[config.mk]
export PLATFORM = sky130hd
export DESIGN_NAME = uart_axil_bridge_flat
export DESIGN_NICKNAME = d
export VERILOG_FILES = /design/src/rtl/uart_axil_bridge_if.sv /design/src/rtl/uart_axil_bridge.sv /design/src/flat_wrapper.sv
export SDC_FILE = /design/constraint.sdc
export NUM_CORES = 1
export LEC_CHECK = 0
export ABC_AREA = 1
export ABC_CLOCK_PERIOD_IN_PS = 2800
export BUFFER_PORTS_ARGS = -buffer_cell sky130_fd_sc_hd__buf_2
export CAP_MARGIN = 10
export CORE_ASPECT_RATIO = 0.7
export CORE_UTILIZATION = 54
export DETAILED_ROUTE_END_ITERATION = 8
export PLACE_DENSITY = 0.83
export SYNTH_ARGS = -nofsm -noshare
export SYNTH_HDL_FRONTEND = slang
export SYNTH_SLANG_ARGS = --single-unit
[constraint.sdc]
create_clock -name uart_clk -period 2.8 [get_ports uart_clk]
set_input_delay 0.56 -clock uart_clk [delete_from_list [all_inputs] [get_ports uart_clk]]
set_output_delay 0.56 -clock uart_clk [all_outputs]
set_load 0.02 [all_outputs]
[src/rtl/uart_axil_bridge_if.sv]
// AXI4-Lite slave bundle carried between a bus master and the UART register bridge.
interface uart_axil_bridge_if #(
  parameter int ADDR_WIDTH = 12,
  parameter int DATA_WIDTH = 32
);
  logic [ADDR_WIDTH-1:0]   awaddr;
  logic                    awvalid;
  logic                    awready;
  logic [DATA_WIDTH-1:0]   wdata;
  logic [DATA_WIDTH/8-1:0] wstrb;
  logic                    wvalid;
  logic                    wready;
  logic [1:0]              bresp;
  logic                    bvalid;
  logic                    bready;
  logic [ADDR_WIDTH-1:0]   araddr;
  logic                    arvalid;
  logic                    arready;
  logic [DATA_WIDTH-1:0]   rdata;
  logic [1:0]              rresp;
  logic                    rvalid;
  logic                    rready;

  modport slave (
    input  awaddr, awvalid, wdata, wstrb, wvalid, bready, araddr, arvalid, rready,
    output awready, wready, bresp, bvalid, arready, rdata, rresp, rvalid
  );

  modport master (
    output awaddr, awvalid, wdata, wstrb, wvalid, bready, araddr, arvalid, rready,
    input  awready, wready, bresp, bvalid, arready, rdata, rresp, rvalid
  );
endinterface

[src/rtl/uart_axil_bridge.sv]
// AXI4-Lite slave that turns single-outstanding reads/writes into uart_top's
// one-cycle register strobes, reporting register errors as SLVERR.
module uart_axil_bridge #(
  parameter int ADDR_WIDTH = 12,
  parameter int DATA_WIDTH = 32
) (
  input  logic                  uart_clk,
  input  logic                  rst_n,
  uart_axil_bridge_if.slave     s_axil,
  output logic [3:0]            reg_addr,
  output logic [DATA_WIDTH-1:0] reg_wdata,
  output logic                  reg_wen,
  output logic                  reg_ren,
  input  logic [DATA_WIDTH-1:0] reg_rdata,
  input  logic                  reg_error
);

  if (ADDR_WIDTH < 4 || DATA_WIDTH != 32) begin : g_bad_cfg
    $error("uart_axil_bridge: ADDR_WIDTH must be >= 4 and DATA_WIDTH must be 32");
  end

  localparam logic [1:0] RESP_OKAY   = 2'b00;
  localparam logic [1:0] RESP_SLVERR = 2'b10;

  typedef enum logic [2:0] {IDLE, WSTB, WCAP, BRESP, RSTB, RCAP, RRESP} state_e;

  state_e                  state_q, state_d;
  logic                    aw_full_q, w_full_q, ar_full_q;
  logic [3:0]              aw_addr_q, ar_addr_q;
  logic [DATA_WIDTH-1:0]   w_data_q;
  logic [DATA_WIDTH/8-1:0] w_strb_q;
  logic                    last_wr_q;
  logic [3:0]              reg_addr_q;
  logic [DATA_WIDTH-1:0]   reg_wdata_q, rdata_q;
  logic [1:0]              bresp_q, rresp_q;

  logic wr_pend, rd_pend, grant_wr, grant_rd, wr_bad, rd_bad, b_hs, r_hs;

  assign s_axil.awready = !aw_full_q;
  assign s_axil.wready  = !w_full_q;
  assign s_axil.arready = !ar_full_q;
  assign s_axil.bresp   = bresp_q;
  assign s_axil.rresp   = rresp_q;
  assign s_axil.rdata   = rdata_q;
  assign reg_addr       = reg_addr_q;
  assign reg_wdata      = reg_wdata_q;

  assign b_hs    = s_axil.bvalid & s_axil.bready;
  assign r_hs    = s_axil.rvalid & s_axil.rready;
  assign wr_pend = aw_full_q & w_full_q;
  assign rd_pend = ar_full_q;
  // Partial-word writes and unaligned addresses never reach the register file.
  assign wr_bad  = (aw_addr_q[1:0] != 2'b00) || (w_strb_q != '1);
  assign rd_bad  = (ar_addr_q[1:0] != 2'b00);

  // Capture buffers: each holds one beat until its response handshake.
  always_ff @(posedge uart_clk or negedge rst_n) begin
    if (!rst_n) begin
      aw_full_q <= 1'b0;
      w_full_q  <= 1'b0;
      ar_full_q <= 1'b0;
      aw_addr_q <= '0;
      ar_addr_q <= '0;
      w_data_q  <= '0;
      w_strb_q  <= '0;
    end else begin
      if (s_axil.awvalid && !aw_full_q) begin
        aw_full_q <= 1'b1;
        aw_addr_q <= s_axil.awaddr[3:0];
      end else if (b_hs) begin
        aw_full_q <= 1'b0;
      end
      if (s_axil.wvalid && !w_full_q) begin
        w_full_q <= 1'b1;
        w_data_q <= s_axil.wdata;
        w_strb_q <= s_axil.wstrb;
      end else if (b_hs) begin
        w_full_q <= 1'b0;
      end
      if (s_axil.arvalid && !ar_full_q) begin
        ar_full_q <= 1'b1;
        ar_addr_q <= s_axil.araddr[3:0];
      end else if (r_hs) begin
        ar_full_q <= 1'b0;
      end
    end
  end

  // FSM state register
  always_ff @(posedge uart_clk or negedge rst_n) begin
    if (!rst_n) begin
      state_q   <= IDLE;
      last_wr_q <= 1'b1;
    end else begin
      state_q <= state_d;
      // Round-robin pointer only moves when both directions contend.
      if (wr_pend && rd_pend && state_q == IDLE) last_wr_q <= grant_wr;
    end
  end

  // FSM next-state logic
  always_comb begin
    state_d  = state_q;
    grant_wr = 1'b0;
    grant_rd = 1'b0;
    unique case (state_q)
      IDLE: begin
        if (wr_pend && rd_pend) begin
          grant_rd = last_wr_q;
          grant_wr = !last_wr_q;
        end else begin
          grant_wr = wr_pend;
          grant_rd = rd_pend;
        end
        if (grant_wr)      state_d = wr_bad ? BRESP : WSTB;
        else if (grant_rd) state_d = rd_bad ? RRESP : RSTB;
      end
      WSTB:    state_d = WCAP;
      WCAP:    state_d = BRESP;
      BRESP:   if (s_axil.bready) state_d = IDLE;
      RSTB:    state_d = RCAP;
      RCAP:    state_d = RRESP;
      RRESP:   if (s_axil.rready) state_d = IDLE;
      default: state_d = IDLE;
    endcase
  end

  // FSM outputs
  always_comb begin
    reg_wen       = 1'b0;
    reg_ren       = 1'b0;
    s_axil.bvalid = 1'b0;
    s_axil.rvalid = 1'b0;
    unique case (state_q)
      WSTB:    reg_wen       = 1'b1;
      RSTB:    reg_ren       = 1'b1;
      BRESP:   s_axil.bvalid = 1'b1;
      RRESP:   s_axil.rvalid = 1'b1;
      default: ;
    endcase
  end

  // Register-side address/data and AXI response payloads; all hold between updates.
  always_ff @(posedge uart_clk or negedge rst_n) begin
    if (!rst_n) begin
      reg_addr_q  <= '0;
      reg_wdata_q <= '0;
      bresp_q     <= RESP_OKAY;
      rresp_q     <= RESP_OKAY;
      rdata_q     <= '0;
    end else begin
      if (grant_wr) begin
        if (wr_bad) begin
          bresp_q <= RESP_SLVERR;
        end else begin
          reg_addr_q  <= aw_addr_q;
          reg_wdata_q <= w_data_q;
        end
      end
      if (grant_rd) begin
        if (rd_bad) begin
          rresp_q <= RESP_SLVERR;
          rdata_q <= '0;
        end else begin
          reg_addr_q <= ar_addr_q;
        end
      end
      // reg_rdata / reg_error are valid the cycle after the strobe.
      if (state_q == WCAP) bresp_q <= reg_error ? RESP_SLVERR : RESP_OKAY;
      if (state_q == RCAP) begin
        rdata_q <= reg_rdata;
        rresp_q <= reg_error ? RESP_SLVERR : RESP_OKAY;
      end
    end
  end

endmodule

[src/flat_wrapper.sv]
// flat-port wrapper written by rule: the top's interface ports become plain ports
module uart_axil_bridge_flat 
#(
  parameter int ADDR_WIDTH = 12,
  parameter int DATA_WIDTH = 32
)
  (uart_clk, rst_n, reg_addr, reg_wdata, reg_wen, reg_ren, reg_rdata, reg_error, s_axil_awaddr, s_axil_awvalid, s_axil_wdata, s_axil_wstrb, s_axil_wvalid, s_axil_bready, s_axil_araddr, s_axil_arvalid, s_axil_rready, s_axil_awready, s_axil_wready, s_axil_bresp, s_axil_bvalid, s_axil_arready, s_axil_rdata, s_axil_rresp, s_axil_rvalid);
  uart_axil_bridge_if #(.ADDR_WIDTH(ADDR_WIDTH), .DATA_WIDTH(DATA_WIDTH)) s_axil_i ();
  input  logic uart_clk;
  input  logic rst_n;
  output logic [3:0] reg_addr;
  output logic [DATA_WIDTH-1:0] reg_wdata;
  output logic reg_wen;
  output logic reg_ren;
  input  logic [DATA_WIDTH-1:0] reg_rdata;
  input  logic reg_error;
  input wire logic [$bits(s_axil_i.awaddr)-1:0] s_axil_awaddr;
  input wire logic [$bits(s_axil_i.awvalid)-1:0] s_axil_awvalid;
  input wire logic [$bits(s_axil_i.wdata)-1:0] s_axil_wdata;
  input wire logic [$bits(s_axil_i.wstrb)-1:0] s_axil_wstrb;
  input wire logic [$bits(s_axil_i.wvalid)-1:0] s_axil_wvalid;
  input wire logic [$bits(s_axil_i.bready)-1:0] s_axil_bready;
  input wire logic [$bits(s_axil_i.araddr)-1:0] s_axil_araddr;
  input wire logic [$bits(s_axil_i.arvalid)-1:0] s_axil_arvalid;
  input wire logic [$bits(s_axil_i.rready)-1:0] s_axil_rready;
  output wire logic [$bits(s_axil_i.awready)-1:0] s_axil_awready;
  output wire logic [$bits(s_axil_i.wready)-1:0] s_axil_wready;
  output wire logic [$bits(s_axil_i.bresp)-1:0] s_axil_bresp;
  output wire logic [$bits(s_axil_i.bvalid)-1:0] s_axil_bvalid;
  output wire logic [$bits(s_axil_i.arready)-1:0] s_axil_arready;
  output wire logic [$bits(s_axil_i.rdata)-1:0] s_axil_rdata;
  output wire logic [$bits(s_axil_i.rresp)-1:0] s_axil_rresp;
  output wire logic [$bits(s_axil_i.rvalid)-1:0] s_axil_rvalid;
  assign s_axil_i.awaddr = s_axil_awaddr;
  assign s_axil_i.awvalid = s_axil_awvalid;
  assign s_axil_i.wdata = s_axil_wdata;
  assign s_axil_i.wstrb = s_axil_wstrb;
  assign s_axil_i.wvalid = s_axil_wvalid;
  assign s_axil_i.bready = s_axil_bready;
  assign s_axil_i.araddr = s_axil_araddr;
  assign s_axil_i.arvalid = s_axil_arvalid;
  assign s_axil_i.rready = s_axil_rready;
  assign s_axil_awready = s_axil_i.awready;
  assign s_axil_wready = s_axil_i.wready;
  assign s_axil_bresp = s_axil_i.bresp;
  assign s_axil_bvalid = s_axil_i.bvalid;
  assign s_axil_arready = s_axil_i.arready;
  assign s_axil_rdata = s_axil_i.rdata;
  assign s_axil_rresp = s_axil_i.rresp;
  assign s_axil_rvalid = s_axil_i.rvalid;
  uart_axil_bridge #(.ADDR_WIDTH(ADDR_WIDTH), .DATA_WIDTH(DATA_WIDTH)) u_core (.uart_clk(uart_clk), .rst_n(rst_n), .s_axil(s_axil_i), .reg_addr(reg_addr), .reg_wdata(reg_wdata), .reg_wen(reg_wen), .reg_ren(reg_ren), .reg_rdata(reg_rdata), .reg_error(reg_error));
endmodule
==> Word level (Yosys, flattened, before mapping) <==
Index checks and enable logic that the tools add are counted.
{ "classes": {"eq_ne": 10, "n_mux": 36, "bitwise_logic": 4, "n_reduce_logical": 24} }
{ "ops": {"columns": ["cell", "n"], "rows": [
  ["$mux 32", 3],
  ["$pmux 3 s7", 1],
  ["$mux 2", 9],
  ["$reduce_bool 2->1", 9],
  ["$mux 4", 4],
  ["$mux 1", 15],
  ["$mux 3", 4],
  ["$eq 3x3->1 const B", 3],
  ["$eq 3x2->1 const B", 2],
  ["$reduce_and 2->1", 3],
  ["$logic_and 1x1->1", 5],
  ["$logic_not 1->1", 4],
  ["$ne 2x2->1 const B", 2],
  ["$ne 4x4->1 const B", 1],
  ["$and 1x1->1", 3],
  ["$eq 3x1->1 const B", 1],
  ["$logic_not 3->1", 1],
  ["$ne 3x3->1 const B", 1],
  ["$reduce_and 3->1", 1],
  ["$logic_or 1x1->1", 1],
  ["$not 1->1", 1]
]} }
{ "totals": {"regBits": 123, "input_bits": 100, "output_inout_bits": 79} }

==> Depth between registers and ports, before layout <==
Gate-level depths: netlist (run 1).
{ "logic_depth": {"depth_word": 8, "depth_mapped": 9, "mapped_depth_nobuf": 9} }

==> Worst setup path after synthesis (run 1) <==
OpenSTA, ideal clock, no wires.
{ "synth_timing": {"path_type": "register to output", "start": "register u_core.state_q[2]", "end": "output reg_wen", "t_arrival_ns": 0.982, "required_ns": 2.240, "setup_slack_ns": 1.258, "path_stages_with_launch": 3, "path_buffers": 1, "cell_sequence": "dfrtp_1 > buf_6 > nor3_1"} }
{ "synth_via": {"elab_chain_len": 2} }
{ "synth_rtl": {"columns": ["element", "line_no", "source"], "rows": [
  ["start: declaration", "uart_axil_bridge.sv:27", "state_e state_q, state_d;"],
  ["start signal: assignment", "uart_axil_bridge.sv:95", "state_q <= state_d;"],
  ["$eq 3x1->1", "uart_axil_bridge.sv:134", "unique case (state_q)"],
  ["$mux 1", "uart_axil_bridge.sv:134", null],
  ["end: declaration", "flat_wrapper.sv:13", "output logic reg_wen;"]
]} }
No other way between the ends.

==> Worst setup path in the final report (run 1) <==
{ "layout_timing": {"start": "register u_core.state_q[1]", "end": "output s_axil_rvalid"} }
{ "layout_via": {"elab_chain_len": 2} }
{ "layout_rtl": {"columns": ["element", "line_no", "source"], "rows": [
  ["$eq 3x3->1", "uart_axil_bridge.sv:134", null],
  ["$mux 1", "uart_axil_bridge.sv:134", null],
  ["end: declaration", "flat_wrapper.sv:33", "output wire logic [$bits(s_axil_i.rvalid)-1:0] s_axil_rvalid;"]
]} }
No other way between the ends.

==> flow_summary.toml, run 1 <==
[global_routing]
first_global_vias = 3877
grtUsageTotal_pct = 23.8
grt_max_degree = 60
antenna_found_initial = 0
grt_first_pass_wirelength_um = 18400
grt_overflow = 0

[critical_path]
worstPathArrival_ps = 1450
crit_path_start = "u_core.state_q[1]$_DFFE_PN0P_"
crit_family = "flip-flops"
worst-path-max-fanout = 4
crit_required_ps = 2240
slowest_delay_ps = 460
end_kind = "output port"
startpoint_type = "flip-flop"
critPathSlowestCell = "dfrtp_1"
cp_num_buf_inv = 3
worstSetupPathType = "reg2out"
r2r-start = "u_core.w_strb_q[1]$_DFFE_PN0P_"
cp_cell_sequence = "inv_2 -> nor2_2 -> nand2_1 -> inv_1 -> buf_2"

[power_and_ir_drop]
switchingPower_w = 0.00245
p_int_w = 0.00464
irDropWorstVdd_mv = 0.552
power_frac_seq_pct = 38.7
switching_share_pct = 34.5
power.density_nw_per_um2 = 1090
leakagePower_nw = 3.68
pwr-share-clk_pct = 30.9
share_comb_of_total_power_pct = 30.4

[final_layout]
nNetsFinal = 747
area_growth_pct = 27.6
mostFrequentLayoutCells = "nand2_1 (166), buf_2 (159), dfrtp_1 (120), nand3_1 (60), mux2_2 (42)"
fill_cells = 675
final_common_cell = "nand2_1"
stdcell_area_um2 = 6480
seqCellArea_um2 = 3030
antenna_cells = 0
postLayoutCoreUtil_pct = 71.2
multi_input_area_um2 = 1770
drive_gt1_share_pct = 40.3

[floorplan]
fp.coreArea_um2 = 9110
start_util_pct = 55.8
die-area_um2 = 9810
die_x_um = 118
chipHeight_um = 83.2
rows = 29
ios = 179

[timing]
clock_skew_ps = 10.2
finalWorstPathRequiredPeriod_ps = 2010
fmax_mhz = 498
setup_tns_ps = 0
final-max-slew-violation-count = 0
worst_slack_ps = 792
relSlewSlack_pct = 64.4
finalCritPeriodShare_pct = 71.7
rsz0062_at_grt = "no"
hold_viol_final = 0
worstMarginPinSlew_ps = 533
finalSetupViolations = 0

[clock_network]
hold_buffers = 0
clk_latency_ps = 400
cts_made_buffers = 17
htreeDepth = 4
cts_tree = "yes"
postCtsSetupRepairBufs = 0
numClockSinks = 121
cts_resized = 0
clk_pin_slew_ps = 50
cts_buffer_depth = 2
cts-root-buf = "clkbuf_16"

[run_status]
status = "finished, final reports clean"

[yosys]
syn-instance-count = 487
synthDistinctLibCells = 29
netlist_area_um2 = 5080
yosysWarnings = 0
synth.yosys.seq_area_share_pct = 59.6
avgSynthCellArea_um2 = 10.4
ys_ff_latch = 121

[detailed_routing]
drc = 0
drt_pass1_iterations = 4
detail-route-antenna-nets = 0
dr.first_iter.drc_count = 207
vias = 3958
routed_wl_um = 11200
via_per_inst = 5.05
wl_per_cell_um = 14.3

[place]
pre_cts_ws_ps = 964
port-buffer-count = 160
place.gp.congestion = 0.790
place_area_um2 = 5880
hpwlAfterDp_um = 7590

[flow_run]
cap_violations = 0

[min_path]
hold_path_class = "in2async"
-- cells by family after synthesis --
family | share of synthesized area [%]
compound gates | 0.911
mux | 9.31
other cells | 0.0738
flops | 59.6
simple gates | 24.4
buf+inv | 5.66
-- cell type report --
class / instances / share of cell area (%)
Timing Repair Buffer: 164 / 13.0
Multi-Input combinational cell: 322 / 27.3
Clock inverter: 12 / 2.30
Tap cell: 124 / 2.39
Sequential cell: 121 / 46.7
Inverter: 21 / 1.22
Clock buffer: 20 / 7.04
-- registers in the layout, indices dropped and copies added (netlist names), 3 cells and up --
register	flops
u_core.ar_addr_q	4
u_core.aw_addr_q	4
u_core.reg_addr	4
u_core.reg_wdata	32
u_core.s_axil.rdata	32
u_core.state_q	3
u_core.w_data_q	32
u_core.w_strb_q	4
-- worst reg2reg max path, cell delays in order, from the launching register on --
cell and delay, ps:
dfrtp_1 390, nand2_1 80, nor2_1 60, nand2_1 110, clkinv_1 380, nand2_4 480
nand2_1 110, nand3_1 80, nand2_1 60
-- power groups by stage --
stage / Sequential [W] / Clock, W / Combinational [W]
floorplan: 0.00299 / 0 / 0.00132
global placement: 0.00271 / 0 / 0.00206
global route: 0.00281 / 0.00231 / 0.00235
detailed placement: 0.00276 / 0 / 0.00214
CTS: 0.00274 / 0.00222 / 0.00217
finish: 0.00274 / 0.00219 / 0.00215
-- per-layer routing --
layer | GRT usage (%) | up-vias | routed length, um
met5 | 0 | - | 0
met4 | 9.09 | 0 | 163
met3 | 5.63 | 14 | 495
met2 | 39.8 | 133 | 5610
met1 | 30.3 | 1925 | 4910
li1 | - | 1886 | -
-- Yosys cell counts, drive strengths merged --
master  count  area, um2
or2         2       12.5
a31oi       1       6.26
mux2       42        473
nor2       19        103
a21oi       4       20.0
nand4       1       6.26
nand2     171        674
nor3        3       20.0
dfrtp     120       3000
inv        20       75.1
clkinv      1       3.75
buf        24        209
nor4        1       6.26
dfstp       1       26.3
nand3      72        420
conb        1       3.75
o21ai       4       20.0
-- stage by stage --
step           power [W]  instances  hold WS [ps]
3_5_place_dp     0.00490        752           455
6_report         0.00709        784          90.4
5_1_grt          0.00747        784           108
2_1_floorplan    0.00431        488           264
4_1_cts          0.00713        784          90.7
3_3_place_gp     0.00477        752           448
-- path summary, 6_finish.rpt --
kind                                                        to  cells past startpoint  slack [ps]
max                                              s_axil_rvalid                      5         790
min                           u_core.reg_wdata[30]$_DFFE_PN0P_                      1          90
max reg2reg                       u_core.reg_addr[2]$_DFF_PN0_                      8         940
min reg2reg                    u_core.reg_wdata[1]$_DFFE_PN0P_                      2         460
max in group asynchronous         u_core.last_wr_q$_DFFE_PN1P_                      2        1910
min in group uart_clk      u_core.s_axil.rdata[18]$_DFFE_PN0P_                      3         360
Note: power is estimated with default switching activity, not from simulation.
==> inputs of run 2 (changes only) <==
ABC_AREA = 0   (was 1)
ABC_CLOCK_PERIOD_IN_PS = 2000   (was 2800)
CORE_UTILIZATION = 49   (was 54)
PLACE_DENSITY = 0.77   (was 0.83)
clock period = 2 ns   (was 2.8 ns; I/O delays follow)
==> run 2 against run 1 <==
Against the previous run:
- utilization fell by 2.1 points
- clock-buffer cell count up 5
- sequential power grew 45%
- sequential share of layout area is 1.2 points higher
- worst setup slack lost 700 ps
- synthesized area is 8.2% lower
- wire length is 8.0% lower
- sequential cell count unchanged
- clock power increased by 42%
- largest cell class unchanged
==> flow_summary.toml, run 2 <==
[yosys]
synthDistinctLibCells = 39
async_flop_share_pct = 100
synthFlopType = "dfrtp_1"
synth.top_cells.by_count = "dfrtp_1 (120), mux2_2 (75), a22o_1 (32), nor2_1 (12), clkbuf_1 (11)"
yosysMostFrequentCell = "dfrtp_1"
yosysWarnings = 0
yosysTopAreaCellShare_pct = 64.4
synth.yosys.seq_area_share_pct = 65.0
netlist_area_um2 = 4660
ys_ff_latch = 121
synth_area_leaders = "dfrtp_1 (64%), mux2_2 (18%), a22o_1 (6.0%)"
synth.largest_area_cell = "dfrtp_1"
syn-instance-count = 319
avgSynthCellArea_um2 = 14.6
synth_enable_flop_cells = 0

[final_layout]
area_growth_pct = 35.4
final_common_cell = "buf_2"
drive_gt1_share_pct = 56.3
antenna_cells = 0
mostFrequentLayoutCells = "buf_2 (159), dfrtp_1 (120), mux2_2 (75), a22o_1 (32), clkbuf_16 (17)"
fill_cells = 651
nNetsFinal = 591

[power_and_ir_drop]
p_int_w = 0.00691
switching_share_pct = 31.2
share_comb_of_total_power_pct = 29.6
switchingPower_w = 0.00314
power_frac_seq_pct = 39.5
irDropWorstVdd_mv = 0.805
power.density_nw_per_um2 = 1590
leakagePower_nw = 3.32
pwr-share-clk_pct = 31.0
finalPower_w = 0.0101

[place]
pre_cts_ws_ps = -25.0
place.gp.congestion = 0.894
hpwlAfterDp_um = 7010
port-buffer-count = 160

[global_routing]
grt_overflow = 0
grt_first_pass_wirelength_um = 17300
antenna_found_initial = 0
grt_max_degree = 47
first_global_vias = 3477
grtUsageTotal_pct = 22.9

[timing]
worstMarginPinSlew_ps = 744
worst_slack_ps = 92.7
finalWorstPathRequiredPeriod_ps = 1910
rsz0062_at_grt = "no"
final-max-slew-violation-count = 0
finalCritPeriodShare_pct = 95.4
setup_tns_ps = 0
finalSetupViolations = 0
fmax_mhz = 524
relSlewSlack_pct = 50.3
hold_viol_final = 0
clock_skew_ps = 8.80

[floorplan]
die_x_um = 119
die-area_um2 = 9920
rows = 29
ios = 179
chipHeight_um = 83.6
fp.coreArea_um2 = 9140
start_util_pct = 51.0

[run_status]
status = "finished, final reports clean"

[clock_network]
cts_tree = "yes"
cts_made_buffers = 17
postCtsSetupRepairBufs = 0
clk_pin_slew_ps = 50
numClockSinks = 121
cts-root-buf = "clkbuf_16"
clk_latency_ps = 400
cts_buffer_depth = 2
htreeDepth = 4

[detailed_routing]
wl_per_cell_um = 16.4
detail-route-antenna-nets = 0
drt_pass1_iterations = 4
vias = 3239
routed_wl_um = 10300
via_per_inst = 5.16
drc = 0
dr.first_iter.drc_count = 176

[critical_path]
worstPathArrival_ps = 2190
worst-path-max-fanout = 6
reg2regPathDepth = 3
crit_required_ps = 2290
worstSetupPathType = "reg2reg"
startpoint_type = "flip-flop"
end_kind = "flip-flop"

[flow_run]
cap_violations = 0

[min_path]
hold_path_class = "in2reg"
whs_path_depth = 2
## run 2: changes by cell type after synthesis, sizes merged, moves of 14 or more
cell / previous run / this run
nand2: 171 / 3
nand3: 72 / 4
mux2: 42 / 76
a22o: 0 / 32
buf: 24 / 10
inv: 20 / 6
## run 2: final timing paths
| path | slack (ps) | start | to |
|---|---|---|---|
| setup reg to reg | 90 | u_core.state_q[1]$_DFFE_PN0P_ | u_core.reg_addr[0]$_DFF_PN0_ |
| max in group asynchronous | 920 | rst_n | u_core.s_axil.rdata[7]$_DFFE_PN0P_ |
| hold / removal | 220 | reg_rdata[6] | u_core.s_axil.rdata[6]$_DFFE_PN0P_ |
| setup / recovery | 90 | u_core.state_q[1]$_DFFE_PN0P_ | u_core.reg_addr[0]$_DFF_PN0_ |
| min in group asynchronous | 480 | rst_n | u_core.reg_addr[2]$_DFF_PN0_ |
| hold reg to reg | 500 | u_core.reg_wdata[6]$_DFFE_PN0P_ | u_core.reg_wdata[6]$_DFFE_PN0P_ |
## run 2: stage by stage
stage | hold WS, ps | utilization, % | instance area [um2] | std cells
floorplan | 104 | - | 4670 | 320
global placement | 350 | 62.1 | 5680 | 595
detailed placement | 349 | 62.1 | 5680 | 595
CTS | 206 | 69.0 | 6310 | 628
global route | 199 | 69.1 | 6320 | 628
finish | 222 | 69.1 | 6320 | 628
## run 2: cells by family after synthesis
kind of cell	synth area share [%]
DFF	65.0
muxes	18.4
AOI/OAI and AO/OA	8.83
and+or+nand+nor	4.91
buffers and inverters	2.68
xor gates and xnor gates	0.188
other	0.0804
## run 2: power groups by stage
stage | logic (W) | clock network (W) | registers [W]
global placement | 0.00287 | 0 | 0.00390
floorplan | 0.00147 | 0 | 0.00438
detailed placement | 0.00296 | 0 | 0.00399
CTS | 0.00300 | 0.00316 | 0.00397
global route | 0.00320 | 0.00329 | 0.00408
finish | 0.00297 | 0.00311 | 0.00397
## run 2: area by class of cell
class	count	area (um2)	area share [%]
tap	124	155	2.46
inverter	6	22.5	0.357
clock inverter	7	113	1.78
timing repair buffer	173	953	15.1
sequential	121	3030	48.0
multi-input combinational	172	1540	24.3
clock buffer	25	505	8.00
## run 2: worst max-delay path, cell delays in order, from the launching register on
cell and delay [ps]:
dfrtp_1 430, or4b_4 580, or4_1 580, and3b_1 210
## run 2: metal layers
layer	vias to the layer above	track usage [%]	wire length (um)
met3	8	8.33	755
met2	125	37.5	5050
li1	1498	-	-
met1	1608	28.3	4410
met4	0	7.25	59
met5	-	0	0
## run 2: repair_timing
item                       4_1_cts  5_1_grt
resized for setup                1        1
hold endpoints to repair        26        0
setup endpoints to repair       33       32
hold buffers                     1        0
